==> src/rtl/zx_matrix_scanner_if.sv <==
// Key-matrix bus between the matrix scanner and its keyboard/consumer side.
// Carries the row drive, column return and the ps2_key event output.
interface zx_matrix_scanner_if;
  logic [7:0]  row_sel;
  logic [4:0]  col_in;
  logic [10:0] ps2_key;
  logic        overflow;

  modport master (output row_sel, output ps2_key, output overflow, input col_in);
  modport slave  (input row_sel, input ps2_key, input overflow, output col_in);
endinterface

==> src/rtl/zx_matrix_scanner.sv <==
// ZX Spectrum 8x5 matrix scanner with per-key debounce, event FIFO and paced ps2_key emitter.
// Define MATRIX_SYNC_EN to pass col_in through a 2-flop synchroniser before capture.
module zx_matrix_scanner #(
  parameter int SCAN_DIV = 16,
  parameter int DEBOUNCE = 4,
  parameter int EVT_GAP  = 16
) (
  input  logic                 clk_sys,
  input  logic                 reset_n,
  zx_matrix_scanner_if.master  bus
);
  localparam int DIV_W = $clog2(SCAN_DIV);
  localparam int GAP_W = $clog2(EVT_GAP);
  localparam logic [2:0] DEB = 3'(DEBOUNCE);

  typedef enum logic {SETTLE, WALK} state_t;

  state_t           state_reg, state_next;
  logic [DIV_W-1:0] div_reg, div_next;
  logic [2:0]       row_reg, row_next;
  logic [2:0]       col_reg, col_next;
  logic [4:0]       samp_reg, samp_next;
  logic             started_reg;
  logic             walk;
  logic [4:0]       col_sync;

`ifdef MATRIX_SYNC_EN
  logic [4:0] sync1_reg, sync2_reg;
  always_ff @(posedge clk_sys or negedge reset_n) begin
    if (!reset_n) begin
      sync1_reg <= '1;
      sync2_reg <= '1;
    end else begin
      sync1_reg <= bus.col_in;
      sync2_reg <= sync1_reg;
    end
  end
  assign col_sync = sync2_reg;
`else
  assign col_sync = bus.col_in;
`endif

  function automatic logic [7:0] scancode(input logic [5:0] idx);
    case (idx)
      6'd0:  return 8'h12; 6'd1:  return 8'h1A; 6'd2:  return 8'h22; 6'd3:  return 8'h21; 6'd4:  return 8'h2A;
      6'd5:  return 8'h1C; 6'd6:  return 8'h1B; 6'd7:  return 8'h23; 6'd8:  return 8'h2B; 6'd9:  return 8'h34;
      6'd10: return 8'h15; 6'd11: return 8'h1D; 6'd12: return 8'h24; 6'd13: return 8'h2D; 6'd14: return 8'h2C;
      6'd15: return 8'h16; 6'd16: return 8'h1E; 6'd17: return 8'h26; 6'd18: return 8'h25; 6'd19: return 8'h2E;
      6'd20: return 8'h45; 6'd21: return 8'h46; 6'd22: return 8'h3E; 6'd23: return 8'h3D; 6'd24: return 8'h36;
      6'd25: return 8'h4D; 6'd26: return 8'h44; 6'd27: return 8'h43; 6'd28: return 8'h3C; 6'd29: return 8'h35;
      6'd30: return 8'h5A; 6'd31: return 8'h4B; 6'd32: return 8'h42; 6'd33: return 8'h3B; 6'd34: return 8'h33;
      6'd35: return 8'h29; 6'd36: return 8'h14; 6'd37: return 8'h3A; 6'd38: return 8'h31; 6'd39: return 8'h32;
      default: return 8'h00;
    endcase
  endfunction

  // Scan FSM is held idle for the first clock so row 0 gets a full SCAN_DIV drive.
  always_ff @(posedge clk_sys or negedge reset_n) begin
    if (!reset_n) begin
      state_reg   <= SETTLE;
      div_reg     <= '0;
      row_reg     <= '0;
      col_reg     <= '0;
      samp_reg    <= '1;
      started_reg <= 1'b0;
    end else begin
      state_reg   <= state_next;
      div_reg     <= div_next;
      row_reg     <= row_next;
      col_reg     <= col_next;
      samp_reg    <= samp_next;
      started_reg <= 1'b1;
    end
  end

  always_comb begin
    state_next = state_reg;
    div_next   = div_reg;
    row_next   = row_reg;
    col_next   = col_reg;
    samp_next  = samp_reg;
    walk       = 1'b0;
    if (started_reg) begin
      case (state_reg)
        SETTLE: begin
          if (div_reg == DIV_W'(SCAN_DIV - 1)) begin
            samp_next  = col_sync;
            div_next   = '0;
            col_next   = '0;
            state_next = WALK;
          end else begin
            div_next = div_reg + 1'b1;
          end
        end
        WALK: begin
          walk = 1'b1;
          if (col_reg == 3'd4) begin
            col_next   = '0;
            row_next   = row_reg + 1'b1;
            state_next = SETTLE;
          end else begin
            col_next = col_reg + 1'b1;
          end
        end
        default: state_next = SETTLE;
      endcase
    end
  end

  assign bus.row_sel = started_reg ? ~(8'd1 << row_reg) : 8'hFF;

  logic [5:0]  key_idx;
  logic        raw;
  logic [39:0] stable_vec;
  logic [2:0]  cnt_vec [40];
  logic [2:0]  cnt_inc, key_cnt_next;
  logic        commit, refused, push_ok, pop;

  assign key_idx = 6'(row_reg) * 6'd5 + 6'(col_reg);
  assign raw     = ~samp_reg[col_reg];

  always_comb begin
    cnt_inc      = cnt_vec[key_idx];
    key_cnt_next = cnt_vec[key_idx];
    commit       = 1'b0;
    refused      = 1'b0;
    if (walk) begin
      if (raw == stable_vec[key_idx]) begin
        key_cnt_next = '0;
      end else begin
        cnt_inc = (cnt_vec[key_idx] == DEB) ? DEB : cnt_vec[key_idx] + 1'b1;
        if (cnt_inc == DEB) begin
          if (push_ok) begin
            commit       = 1'b1;
            key_cnt_next = '0;
          end else begin
            refused      = 1'b1;
            key_cnt_next = DEB;
          end
        end else begin
          key_cnt_next = cnt_inc;
        end
      end
    end
  end

  genvar gi;
  generate
    for (gi = 0; gi < 40; gi++) begin : g_key
      logic       stable_reg;
      logic [2:0] cnt_reg;
      always_ff @(posedge clk_sys or negedge reset_n) begin
        if (!reset_n) begin
          stable_reg <= 1'b0;
          cnt_reg    <= '0;
        end else if (walk && key_idx == 6'(gi)) begin
          cnt_reg <= key_cnt_next;
          if (commit) stable_reg <= raw;
        end
      end
      assign stable_vec[gi] = stable_reg;
      assign cnt_vec[gi]    = cnt_reg;
    end
  endgenerate

  logic [8:0]       fifo_mem [8];
  logic [2:0]       wr_ptr_reg, rd_ptr_reg;
  logic [3:0]       fifo_cnt_reg;
  logic [GAP_W-1:0] gap_reg;
  logic [10:0]      ps2_reg;
  logic             overflow_reg;
  logic [8:0]       entry;

  // A full FIFO still accepts a push when the emitter pops in the same cycle.
  assign pop     = (fifo_cnt_reg != 4'd0) && (gap_reg == '0);
  assign push_ok = (fifo_cnt_reg != 4'd8) || pop;
  assign entry   = fifo_mem[rd_ptr_reg];

  always_ff @(posedge clk_sys) begin
    if (commit) fifo_mem[wr_ptr_reg] <= {raw, scancode(key_idx)};
  end

  always_ff @(posedge clk_sys or negedge reset_n) begin
    if (!reset_n) begin
      wr_ptr_reg   <= '0;
      rd_ptr_reg   <= '0;
      fifo_cnt_reg <= '0;
      gap_reg      <= '0;
      ps2_reg      <= '0;
      overflow_reg <= 1'b0;
    end else begin
      if (commit) wr_ptr_reg <= wr_ptr_reg + 1'b1;
      if (pop)    rd_ptr_reg <= rd_ptr_reg + 1'b1;
      fifo_cnt_reg <= fifo_cnt_reg + {3'b0, commit} - {3'b0, pop};
      if (pop) begin
        ps2_reg <= {~ps2_reg[10], entry[8], 1'b0, entry[7:0]};
        gap_reg <= GAP_W'(EVT_GAP - 1);
      end else if (gap_reg != '0) begin
        gap_reg <= gap_reg - 1'b1;
      end
      if (refused) overflow_reg <= 1'b1;
    end
  end

  assign bus.ps2_key  = ps2_reg;
  assign bus.overflow = overflow_reg;
endmodule

==> src/flat_wrapper.sv <==
// flat-port wrapper written by rule: the top's interface ports become plain ports
module zx_matrix_scanner_flat 
#(
  parameter int SCAN_DIV = 16,
  parameter int DEBOUNCE = 4,
  parameter int EVT_GAP  = 16
)
  (clk_sys, reset_n, bus_row_sel, bus_ps2_key, bus_overflow, bus_col_in);
  zx_matrix_scanner_if bus_i ();
  input  logic clk_sys;
  input  logic reset_n;
  output wire logic [$bits(bus_i.row_sel)-1:0] bus_row_sel;
  output wire logic [$bits(bus_i.ps2_key)-1:0] bus_ps2_key;
  output wire logic [$bits(bus_i.overflow)-1:0] bus_overflow;
  input wire logic [$bits(bus_i.col_in)-1:0] bus_col_in;
  assign bus_row_sel = bus_i.row_sel;
  assign bus_ps2_key = bus_i.ps2_key;
  assign bus_overflow = bus_i.overflow;
  assign bus_i.col_in = bus_col_in;
  zx_matrix_scanner #(.SCAN_DIV(SCAN_DIV), .DEBOUNCE(DEBOUNCE), .EVT_GAP(EVT_GAP)) u_core (.clk_sys(clk_sys), .reset_n(reset_n), .bus(bus_i));
endmodule
==> config.mk <==
export PLATFORM = sky130hd
export DESIGN_NAME = zx_matrix_scanner_flat
export DESIGN_NICKNAME = d
export VERILOG_FILES = /design/src/rtl/zx_matrix_scanner_if.sv /design/src/rtl/zx_matrix_scanner.sv /design/src/flat_wrapper.sv
export SDC_FILE = /design/constraint.sdc
export NUM_CORES = 1
export LEC_CHECK = 0
export CAP_MARGIN = 0
export CORE_ASPECT_RATIO = 0.6
export CORE_MARGIN = 5
export CORE_UTILIZATION = 30
export CTS_CLUSTER_SIZE = 20
export DETAILED_ROUTE_END_ITERATION = 10
export DONT_BUFFER_PORTS = 1
export PLACE_DENSITY = 0.43
export SLEW_MARGIN = 15
export SYNTH_ARGS = -nofsm -noshare
export SYNTH_HDL_FRONTEND = slang
export SYNTH_SLANG_ARGS = --single-unit
==> constraint.sdc <==
create_clock -name clk_sys -period 7.2 [get_ports clk_sys]
set_clock_uncertainty 0.05 [all_clocks]
set_input_delay 1.44 -clock clk_sys [delete_from_list [all_inputs] [get_ports clk_sys]]
set_output_delay 1.44 -clock clk_sys [all_outputs]
set_load 0.01 [all_outputs]
# Yosys cells after proc, flatten, opt, wreduce, memory -nomap -nowiden
# Memories as Yosys holds them, arrays and structs flattened. A register that Yosys moved wholly into a read port is not among the register bits.
# Cells that the tools add are included.
dict set report classes {
  addsub 10
  multipliers 1
  magnitude_cmp 3
  n_eq_ne 46
  shifts 1
  muxes 35
  n_bitwise 5
  n_reduce_logical 92
}
# op n
set op_table {}
lappend op_table {{6-bit by 5-bit == test with 1-bit output, second input constant} 16}
lappend op_table {{2-bit AND reduction} 42}
lappend op_table {{6-bit by 4-bit == test with 1-bit output, second input constant} 8}
lappend op_table {{6-bit == test, second input constant} 8}
lappend op_table {{1-bit logical AND} 41}
lappend op_table {{3-bit 2-to-1 mux} 9}
lappend op_table {{6-bit by 3-bit == test with 1-bit output, second input constant} 4}
lappend op_table {{3-bit binary-select mux with 6-bit select} 1}
lappend op_table {{1-bit 2-to-1 mux} 16}
lappend op_table {{8-bit 2-to-1 mux} 2}
lappend op_table {{3-bit by 1-bit adder with 3-bit output, second input constant} 5}
lappend op_table {{6-bit by 2-bit == test with 1-bit output, second input constant} 2}
lappend op_table {{4-bit 2-to-1 mux} 3}
lappend op_table {{3-bit == test, second input constant} 3}
lappend op_table {{8-bit inverter} 1}
lappend op_table {{4-bit nonzero test} 2}
lappend op_table {{1-bit by 3-bit left shift with 8-bit output, first input constant} 1}
lappend op_table {{7-bit >= comparator, second input constant} 1}
lappend op_table {{6-bit by 7-bit less-than comparator with 1-bit output, second input constant} 1}
lappend op_table {{6-bit inverter with 7-bit output} 1}
lappend op_table {{6-bit by 3-bit adder with 6-bit output} 1}
lappend op_table {{1-bit binary-select mux with 6-bit select} 1}
lappend op_table {{6-bit by 1-bit == test with 1-bit output, second input constant} 1}
lappend op_table {{6-bit zero test} 1}
lappend op_table {{other kinds (19)} 22}
dict set report word_totals {
  ff_bits 202
  ram_bits 72
  mem_bits_ro 448
  input_bits 7
  output_inout_bits 20
  elab_cells 287
  n_memories 2
}
# name words word_bits rd rd_ports_with_merged_regs write_ports line
set mem_list {}
lappend mem_list {{(name not given)} 64 7 1 0 0 zx_matrix_scanner.sv:44} ;# case (idx)
lappend mem_list {u_core.fifo_mem 8 9 1 1 1 zx_matrix_scanner.sv:166} ;# logic [8:0] fifo_mem [8];

# Longest topological paths before layout
# Gate-level depths: netlist of run 1.
dict set report depth {
  word_depth 14
  depth_mapped 23
  mapped_depth_nobuf 21
}

# Least setup slack after synthesis of run 1
# No wires, ideal clock.
dict set report synth_timing {
  kind {register -> register}
  from {register u_core.row_reg[2]}
  to {memory u_core.fifo_mem[1][0], enable pin}
  setup_time_ns 0.395
  arrival_ns 4.751
  required_time_ns 6.755
  setup_slack_ns 2.004
  path_stages_with_launch 18
  path_buffers 3
  period_less_slack_ns 5.196
  cell_sequence {dfrtp_1 ha_1 ha_1 fa_1 buf_2 buf_2 mux4_2 nand2_1 nand3_1 nand3_1 o311ai_1 inv_1 ha_1 nor4b_1 o21ai_1 nor3_1 buf_2 nor4bb_1}
}
dict set report synth_between {
  elab_chain_len 14
  elab_cells_between_ends 18
  classes_between {add/sub: 2; mul: 1; eq/ne: 3; mux: 11; bitwise: 1}
}
# item line
set synth_rtl {}
lappend synth_rtl {{start: declaration} zx_matrix_scanner.sv:20} ;# logic [2:0] row_reg, row_next;
lappend synth_rtl {{start signal: assignment} zx_matrix_scanner.sv:69} ;# row_reg <= row_next;
lappend synth_rtl {{3-bit by 3-bit multiplier with 6-bit output (*)} zx_matrix_scanner.sv:119} ;# assign key_idx = 6'(row_reg) * 6'd5 + 6'(col_reg);
lappend synth_rtl {{6-bit by 3-bit adder with 6-bit output (*)} zx_matrix_scanner.sv:119}
lappend synth_rtl {{6-bit inverter with 7-bit output} -}
lappend synth_rtl {{3-bit binary-select mux with 6-bit select} -}
lappend synth_rtl {{3-bit 2-to-1 mux (implied by the code) (2 in a row)} zx_matrix_scanner.sv:131} ;# cnt_inc = (cnt_vec[key_idx] == DEB) ? DEB : cnt_vec[key_idx] + 1'b1;
lappend synth_rtl {{3-bit by 1-bit adder with 3-bit output or 3-bit == test (tied branches)} zx_matrix_scanner.sv:131}
lappend synth_rtl {{3-bit 2-to-1 mux} zx_matrix_scanner.sv:131}
lappend synth_rtl {{3-bit == test} zx_matrix_scanner.sv:132} ;# if (cnt_inc == DEB) begin
lappend synth_rtl {{1-bit 2-to-1 mux} zx_matrix_scanner.sv:132}
lappend synth_rtl {{1-bit 2-to-1 mux (*)} zx_matrix_scanner.sv:128} ;# if (raw == stable_vec[key_idx]) begin
lappend synth_rtl {{1-bit 2-to-1 mux (*)} zx_matrix_scanner.sv:127} ;# if (walk) begin
lappend synth_rtl {{1-bit 2-to-1 mux (*)} zx_matrix_scanner.sv:180} ;# if (commit) fifo_mem[wr_ptr_reg] <= {raw, scancode(key_idx)};
lappend synth_rtl {{1-bit 2-to-1 mux (implied by the code) (*)} zx_matrix_scanner.sv:180}
lappend synth_rtl {{end: declaration} zx_matrix_scanner.sv:166}
# Mark *: on every way between the ends. The rest lies on a longest branch, timed or not. The select of a mux whose other input is x is not followed.

# Final worst setup path of run 1
dict set report layout_timing {
  from {register u_core.row_reg[2]}
  to {register u_core.g_key[8].stable_reg}
}
dict set report layout_between {
  elab_chain_len 13
  elab_cells_between_ends 19
  classes_between {add/sub: 2; mul: 1; eq/ne: 4; mux: 9; bitwise: 1; reduce/logical: 2}
}
# item line
set layout_rtl {}
lappend layout_rtl {{3-bit by 3-bit multiplier with 6-bit output (*)} zx_matrix_scanner.sv:119}
lappend layout_rtl {{6-bit by 3-bit adder with 6-bit output (*)} zx_matrix_scanner.sv:119}
lappend layout_rtl {{6-bit inverter with 7-bit output} -}
lappend layout_rtl {{3-bit binary-select mux with 6-bit select} -}
lappend layout_rtl {{3-bit 2-to-1 mux (implied by the code) (2 in a row)} zx_matrix_scanner.sv:131}
lappend layout_rtl {{3-bit by 1-bit adder with 3-bit output or 3-bit == test (tied branches)} zx_matrix_scanner.sv:131}
lappend layout_rtl {{3-bit 2-to-1 mux} zx_matrix_scanner.sv:131}
lappend layout_rtl {{3-bit == test} zx_matrix_scanner.sv:132}
lappend layout_rtl {{1-bit 2-to-1 mux} zx_matrix_scanner.sv:132}
lappend layout_rtl {{1-bit 2-to-1 mux} zx_matrix_scanner.sv:128}
lappend layout_rtl {{1-bit 2-to-1 mux} zx_matrix_scanner.sv:127}
lappend layout_rtl {{2-bit AND reduction (no source line) (*)} -}
lappend layout_rtl {{end signal: assignment} zx_matrix_scanner.sv:158} ;# if (commit) stable_reg <= raw;
lappend layout_rtl {{end: declaration} zx_matrix_scanner.sv:150} ;# logic stable_reg;
# Marked as above.
# A chain may end at the register's enable or synchronous reset.

==> impl_metrics.yaml, run 1 <==
status:
  status: "completed"
critical_path:
  required_ns: 7.57
  critical_path_arrival_ns: 6.61
  cp_common_cell: "ha_1"
  r2r_start: "u_core.row_reg[2]"
  critPathKind: "flip-flop to flip-flop"
  crit_path_end_kind: "flip-flop"
  critPathTopFamily: "simple AND/OR/NAND/NOR gates"
  path_max_fanout: 44
  crit_buf_inv: 2
  cp-start-kind: "flip-flop"
  crit_path_top_delay_cell: "nor2b_1"
  critPathMaxStageDelay_ns: 0.83
  path_cells: "ha_1 -> ha_1 -> fa_2 -> nor2b_1 -> a221oi_1 -> o21ai_0 -> nand3_1 -> a31oi_1 -> inv_1 -> ha_1 -> nand2b_1 -> mux2i_4 -> buf_4 -> or2_1 -> o41ai_1"
  cp-startpoint: "u_core.row_reg[2]"
sta:
  period_share: 0.8664
  hold_violations: 0
  fmax_mhz: 160.3
  post-route-min-period_ns: 6.238
  maxSlewHeadroom: 0.3583
  setup_viol: 0
  report.final.slew_viol_count: 0
  rsz0062_at_grt: "no"
  tns_ns: 0
  holdWs_ns: 0.4281
  worst_pin_slew_ns: 0.9569
power_and_ir_drop:
  p_sw_frac: 0.4252
  p_leak_nw: 6.277
  vdd_ir_drop_max_uv: 461.5
  p_sw_mw: 2.607
  p_clk_frac: 0.253
  intPower_mw: 3.524
  seq_power_share: 0.314
  pwr-share-comb: 0.433
  p_per_area_nw_per_um2: 407.5
global_route:
  grt_remaining_overflow: 0
  antenna_found_initial: 0
  grt_max_degree: 202
  track_usage: 0.1532
  grt_pass1_wl_um: 58330
  first_global_vias: 8621
job:
  cap_violations: 0
cells_and_area:
  num_antenna_cells: 0
  final_common_cell: "dfrtp_1"
  final_layout_size_suffix_gt1_frac: 0.2784
  largest_reg_flops: 120
  final_cell_mix: "dfrtp_1, mux2_2, nand2_1, edfxtp_1, nor2_1"
  fin_nets: 1072
  area_delta_synth_final_pct: 11.99
routing:
  drt_iter0_drc: 671
  wl_um: 38170
  drt_first_pass_iters: 6
  wl_per_cell_um: 23.30
  drtAntennaViolNets: 0
  drc_errors: 0
  dr_total_vias: 8559
  vias_per_cell: 5.225
die:
  placementRows: 60
  core-area_um2: 44520
  fp.dieW_um: 283.2
  ios: 27
  initial_core_util: 0.3018
  fp.dieH_um: 173.9
  fp.dieArea_um2: 49260
clocking:
  clock-root-buffer: "clkbuf_16"
  clk_path_buf_depth: 3
  htreeDepth: 1
  cts_resized: 0
  cts_tree: "yes"
  cts_buffers: 29
  cts.reportedPaths.clkPinSlew_ns: 0.06
  postCtsSetupRepairBufs: 0
  clock_latency_ns: 0.59
  cts_sinks: 265
  hold_buffers: 0
synthesis:
  synth.avg_cell_area_um2: 12.89
  syn_inst: 1042
  synthFlopType: "dfrtp_1"
  synth_top_family_by_area: "multiplexers"
  synth_cell_type_count: 72
  ys_seq_area_frac: 0.5179
  ys_ff_latch: 265
  yosysWarnings: 0
  async_reset_ff_frac: 0.7585
  synth_area_um2: 13440
  synth_edf_count: 64
  synthSimpleGateAreaFrac: 0.09145
  synthAdderAreaFrac: 0.03744
  synth_compound_area_frac: 0.07450
  synthMuxAreaShare: 0.2284
  synthXorXnorAreaFrac: 0.01155
place:
  portBuffers: 0
  hpwl_um: 26180
  gp_congestion: 0.9062
worst_hold_path:
  hold_class: "flip-flop to flip-flop"
  hp-start: "u_core.g_key[32].cnt_reg[0]"
-- power by group through the flow --
stage,Clock [mW],Sequential [mW],Combinational (mW)
after floorplan,0,1.89,1.88
after global placement,0,1.96,2.61
after detailed placement,0,1.96,2.63
after CTS,1.60,1.93,2.63
after global routing,1.67,1.95,2.86
final,1.55,1.92,2.65
-- worst min-delay path: cells and delay by family (launching register included) --
| family | cells | cell delay, ns |
|---|---|---|
| flops | 1 | 0.34 |
| simple gates | 1 | 0.05 |
| compound gates | 1 | 0.05 |
-- logic make-up after synthesis --
logic type / after synthesis
DFF: 265
and+or+nand+nor: 249
muxes: 229
AOI/OAI and AO/OA: 136
buffers and inverters: 106
adders and majority gates: 39
xor gates and xnor gates: 16
other: 2
-- final timing paths --
| check | endpoint | slack (ns) | depth (start not counted) |
|---|---|---|---|
| hold reg to reg | u_core.g_key[32].cnt_reg[0] | 0.43 | 2 |
| setup reg to reg | u_core.g_key[8].stable_reg | 0.96 | 15 |
| max in group asynchronous | u_core.g_key[19].cnt_reg[2] | 5.96 | 0 |
| hold / removal | u_core.g_key[32].cnt_reg[0] | 0.43 | 2 |
| min in group asynchronous | u_core.bus.ps2_key[4] | 0.50 | 0 |
| setup / recovery | u_core.g_key[8].stable_reg | 0.96 | 15 |
-- cells in the mapped netlist (15+ instances only) --
library cell  instances  area (um2)
a21oi_1              20       100.1
a221oi_1             15       131.4
buf_2                28       140.1
clkbuf_1             26       97.59
dfrtp_1             196        4905
edfxtp_1             64        1922
ha_1                 37       462.9
inv_1                28       105.1
mux2_2              151        1700
mux2i_1              29       290.3
mux4_2               37       833.3
nand2_1              88       330.3
nand3_1              31       155.2
nor2_1               45       168.9
nor3_1               20       100.1
nor4_1               19       118.9
o21ai_0              20       100.1
o41ai_1              31       271.5
-- through the flow --
step | utilization | cells | setup slack (ns) | power [mW] | area, um2
finish | 0.3380 | 1638 | 0.9618 | 6.131 | 15050
global route | 0.3380 | 1638 | 0.5985 | 6.477 | 15050
CTS | 0.3378 | 1638 | 1.091 | 6.161 | 15040
detailed placement | 0.3157 | 1584 | 1.102 | 4.583 | 14060
global placement | 0.3157 | 1584 | 1.299 | 4.566 | 14060
floorplan | - | 1043 | 2.004 | 3.772 | 13440
-- routing by layer --
layer	global-route usage	up-vias	wire (um)
li1	-	3901	-
met1	0.2522	4372	19950
met2	0.1935	242	14290
met3	0.04928	44	3401
met4	0.02355	0	527
met5	0	-	0
-- area by class of cell --
class | count | area [um2]
fillers | 4347 | 29470
multi-input cells | 672 | 6050
repair buffers | 27 | 202.7
well taps | 589 | 737.0
clock buffers | 38 | 799.5
flip-flops and latches | 265 | 6958
clock inverters | 16 | 183.9
inverters | 31 | 116.4
Power figures use the tool's default switching activity.
==> run 2, diff against run 1 <==
Settings changed: CORE_UTILIZATION 30 to 60, PLACE_DENSITY 0.43 to 0.75.
==> run 2 against run 1 <==
Die area down 48%; maximum frequency up 0.28%; worst hold slack better by 0.0092 ns; design area down 2.8%; largest cell class unchanged; critical endpoint is now u_core.fifo_cnt_reg[2].
==> impl_metrics.yaml, run 2 (synthesized netlist as in run 1, its figures left out) <==
place:
  gp_congestion: 0.9402
  portBuffers: 0
  dpl.cell_count: 1279
  hpwl_um: 21590
clocking:
  cts.reportedPaths.clkPinSlew_ns: 0.07
  clk_path_buf_depth: 3
  htreeDepth: 1
  clock_latency_ns: 0.55
  postCtsSetupRepairBufs: 0
  hold_buffers: 0
  cts_sinks: 265
  clock-root-buffer: "clkbuf_16"
  cts_buffers: 25
  cts_resized: 0
  cts_tree: "yes"
global_route:
  first_global_vias: 8894
  antenna_found_initial: 0
  grt_pass1_wl_um: 50820
  grt_max_degree: 202
  grt_remaining_overflow: 0
  track_usage: 0.2516
die:
  core-area_um2: 22020
  placementRows: 42
  fp.dieH_um: 125.9
  fp.dieW_um: 203.2
  initial_core_util: 0.6102
  fp.dieArea_um2: 25580
  ios: 27
sta:
  rsz0062_at_grt: "no"
  worst_pin_slew_ns: 1.071
  setup_viol: 0
  period_share: 0.8640
  report.final.slew_viol_count: 0
  hold_violations: 0
  tns_ns: 0
  maxSlewHeadroom: 0.2861
  fmax_mhz: 160.8
  post-route-min-period_ns: 6.221
routing:
  wl_per_cell_um: 23.96
  drtAntennaViolNets: 0
  drc_errors: 0
  vias_per_cell: 6.674
  drt_first_pass_iters: 6
  dr_total_vias: 8843
  wl_um: 31750
  drt_iter0_drc: 1250
critical_path:
  r2r_start: "u_core.row_reg[2]"
  critical_path_arrival_ns: 6.60
  r2r_slack_ns: 0.98
  crit_path_end_kind: "flip-flop"
  required_ns: 7.58
  r2r-end: "u_core.fifo_cnt_reg[2]"
  cp-start-kind: "flip-flop"
  critPathKind: "flip-flop to flip-flop"
  cp-startpoint: "u_core.row_reg[2]"
  rr_worst_depth: 21
  path_max_fanout: 34
  endpoint: "u_core.fifo_cnt_reg[2]"
status:
  status: "completed"
cells_and_area:
  num_antenna_cells: 0
  final_layout_size_suffix_gt1_frac: 0.2724
  finalNonFillerCells: 1325
  area_delta_synth_final_pct: 8.903
  final_cell_mix: "dfrtp_1, mux2_2, nand2_1, edfxtp_1, nor2_1"
  largest_reg_flops: 120
  final_common_cell: "dfrtp_1"
  fillers: 1567
  fin_nets: 1066
worst_hold_path:
  hold_class: "flip-flop to flip-flop"
power_and_ir_drop:
  p_per_area_nw_per_um2: 410.7
  p_leak_nw: 6.251
  vdd_ir_drop_max_uv: 334.5
job:
  cap_violations: 0
## run 2: cell types whose count changed in the layout (fill, tap and decap cells not counted), sizes merged
cell,change
clkbuf,-9
bufinv,+5
clkinv,-4
buf,-2
## run 2: power breakdown
part	internal, mW	total, mW	switching, mW
Combinational	0.834	2.51	1.68
Sequential	1.78	1.94	0.156
Clock	0.959	1.56	0.600
## run 2: worst max-delay path, cell delays in order (launching register included)
cell and delay [ns]:
dfrtp_1 0.48, ha_1 0.32, ha_1 0.34, fa_2 1.12, nor2b_1 0.41, a221oi_1 0.40, o211ai_1 0.12, a21oi_1 0.19
a31oi_1 0.13, inv_1 0.17, ha_1 0.18, nor4b_1 0.57, o21ai_4 0.08, nor3_1 0.19, buf_4 0.20, inv_1 0.06
ha_1 0.28, inv_1 0.06, ha_1 0.16, inv_1 0.06, fa_1 0.40, xnor2_1 0.13
## run 2: cell type report
class / count / area [um2] / area share
inverters: 31 / 116.4 / 0.007953
well taps: 286 / 357.8 / 0.02446
clock buffers: 29 / 670.6 / 0.04584
multi-input cells: 672 / 6036 / 0.4125
clock inverters: 17 / 305.3 / 0.02087
repair buffers: 25 / 187.7 / 0.01283
flip-flops and latches: 265 / 6958 / 0.4755
## run 2: how the worst min path moves through the flow
stage / from / endpoint / cells after the start
after CTS: u_core.g_key[23].stable_reg / u_core.g_key[23].stable_reg / 2
after global placement: u_core.g_key[21].stable_reg / u_core.g_key[21].stable_reg / 2
after floorplan: u_core.g_key[36].cnt_reg[0] / u_core.g_key[36].cnt_reg[0] / 2
final: u_core.g_key[36].cnt_reg[1] / u_core.g_key[36].cnt_reg[1] / 2
after detailed placement: u_core.g_key[36].cnt_reg[1] / u_core.g_key[36].cnt_reg[1] / 2
after global routing: u_core.g_key[16].cnt_reg[2] / u_core.g_key[16].cnt_reg[2] / 1
## run 2: stage by stage
stage	cell area, um2	util	hold WS [ns]	power (mW)	setup slack [ns]
2_1_floorplan	13440	-	0.3932	3.772	2.004
3_3_place_gp	13660	0.6202	0.4161	4.374	1.345
3_5_place_dp	13660	0.6202	0.4220	4.419	1.084
4_1_cts	14630	0.6645	0.4392	5.981	1.052
5_1_grt	14630	0.6645	0.4653	6.313	0.6166
6_report	14630	0.6645	0.4373	6.010	0.9794
## run 2: per-layer routing
metal  global-route usage  wire length (um)  vias up  part of all wire
met3              0.08787              3714       53              0.12
met5              0.01880                68        -            0.0021
li1                     -                 -     3891                 -
met2               0.3456             13070      454              0.41
met4              0.04400               464        2             0.015
met1               0.3921             14440     4443              0.45
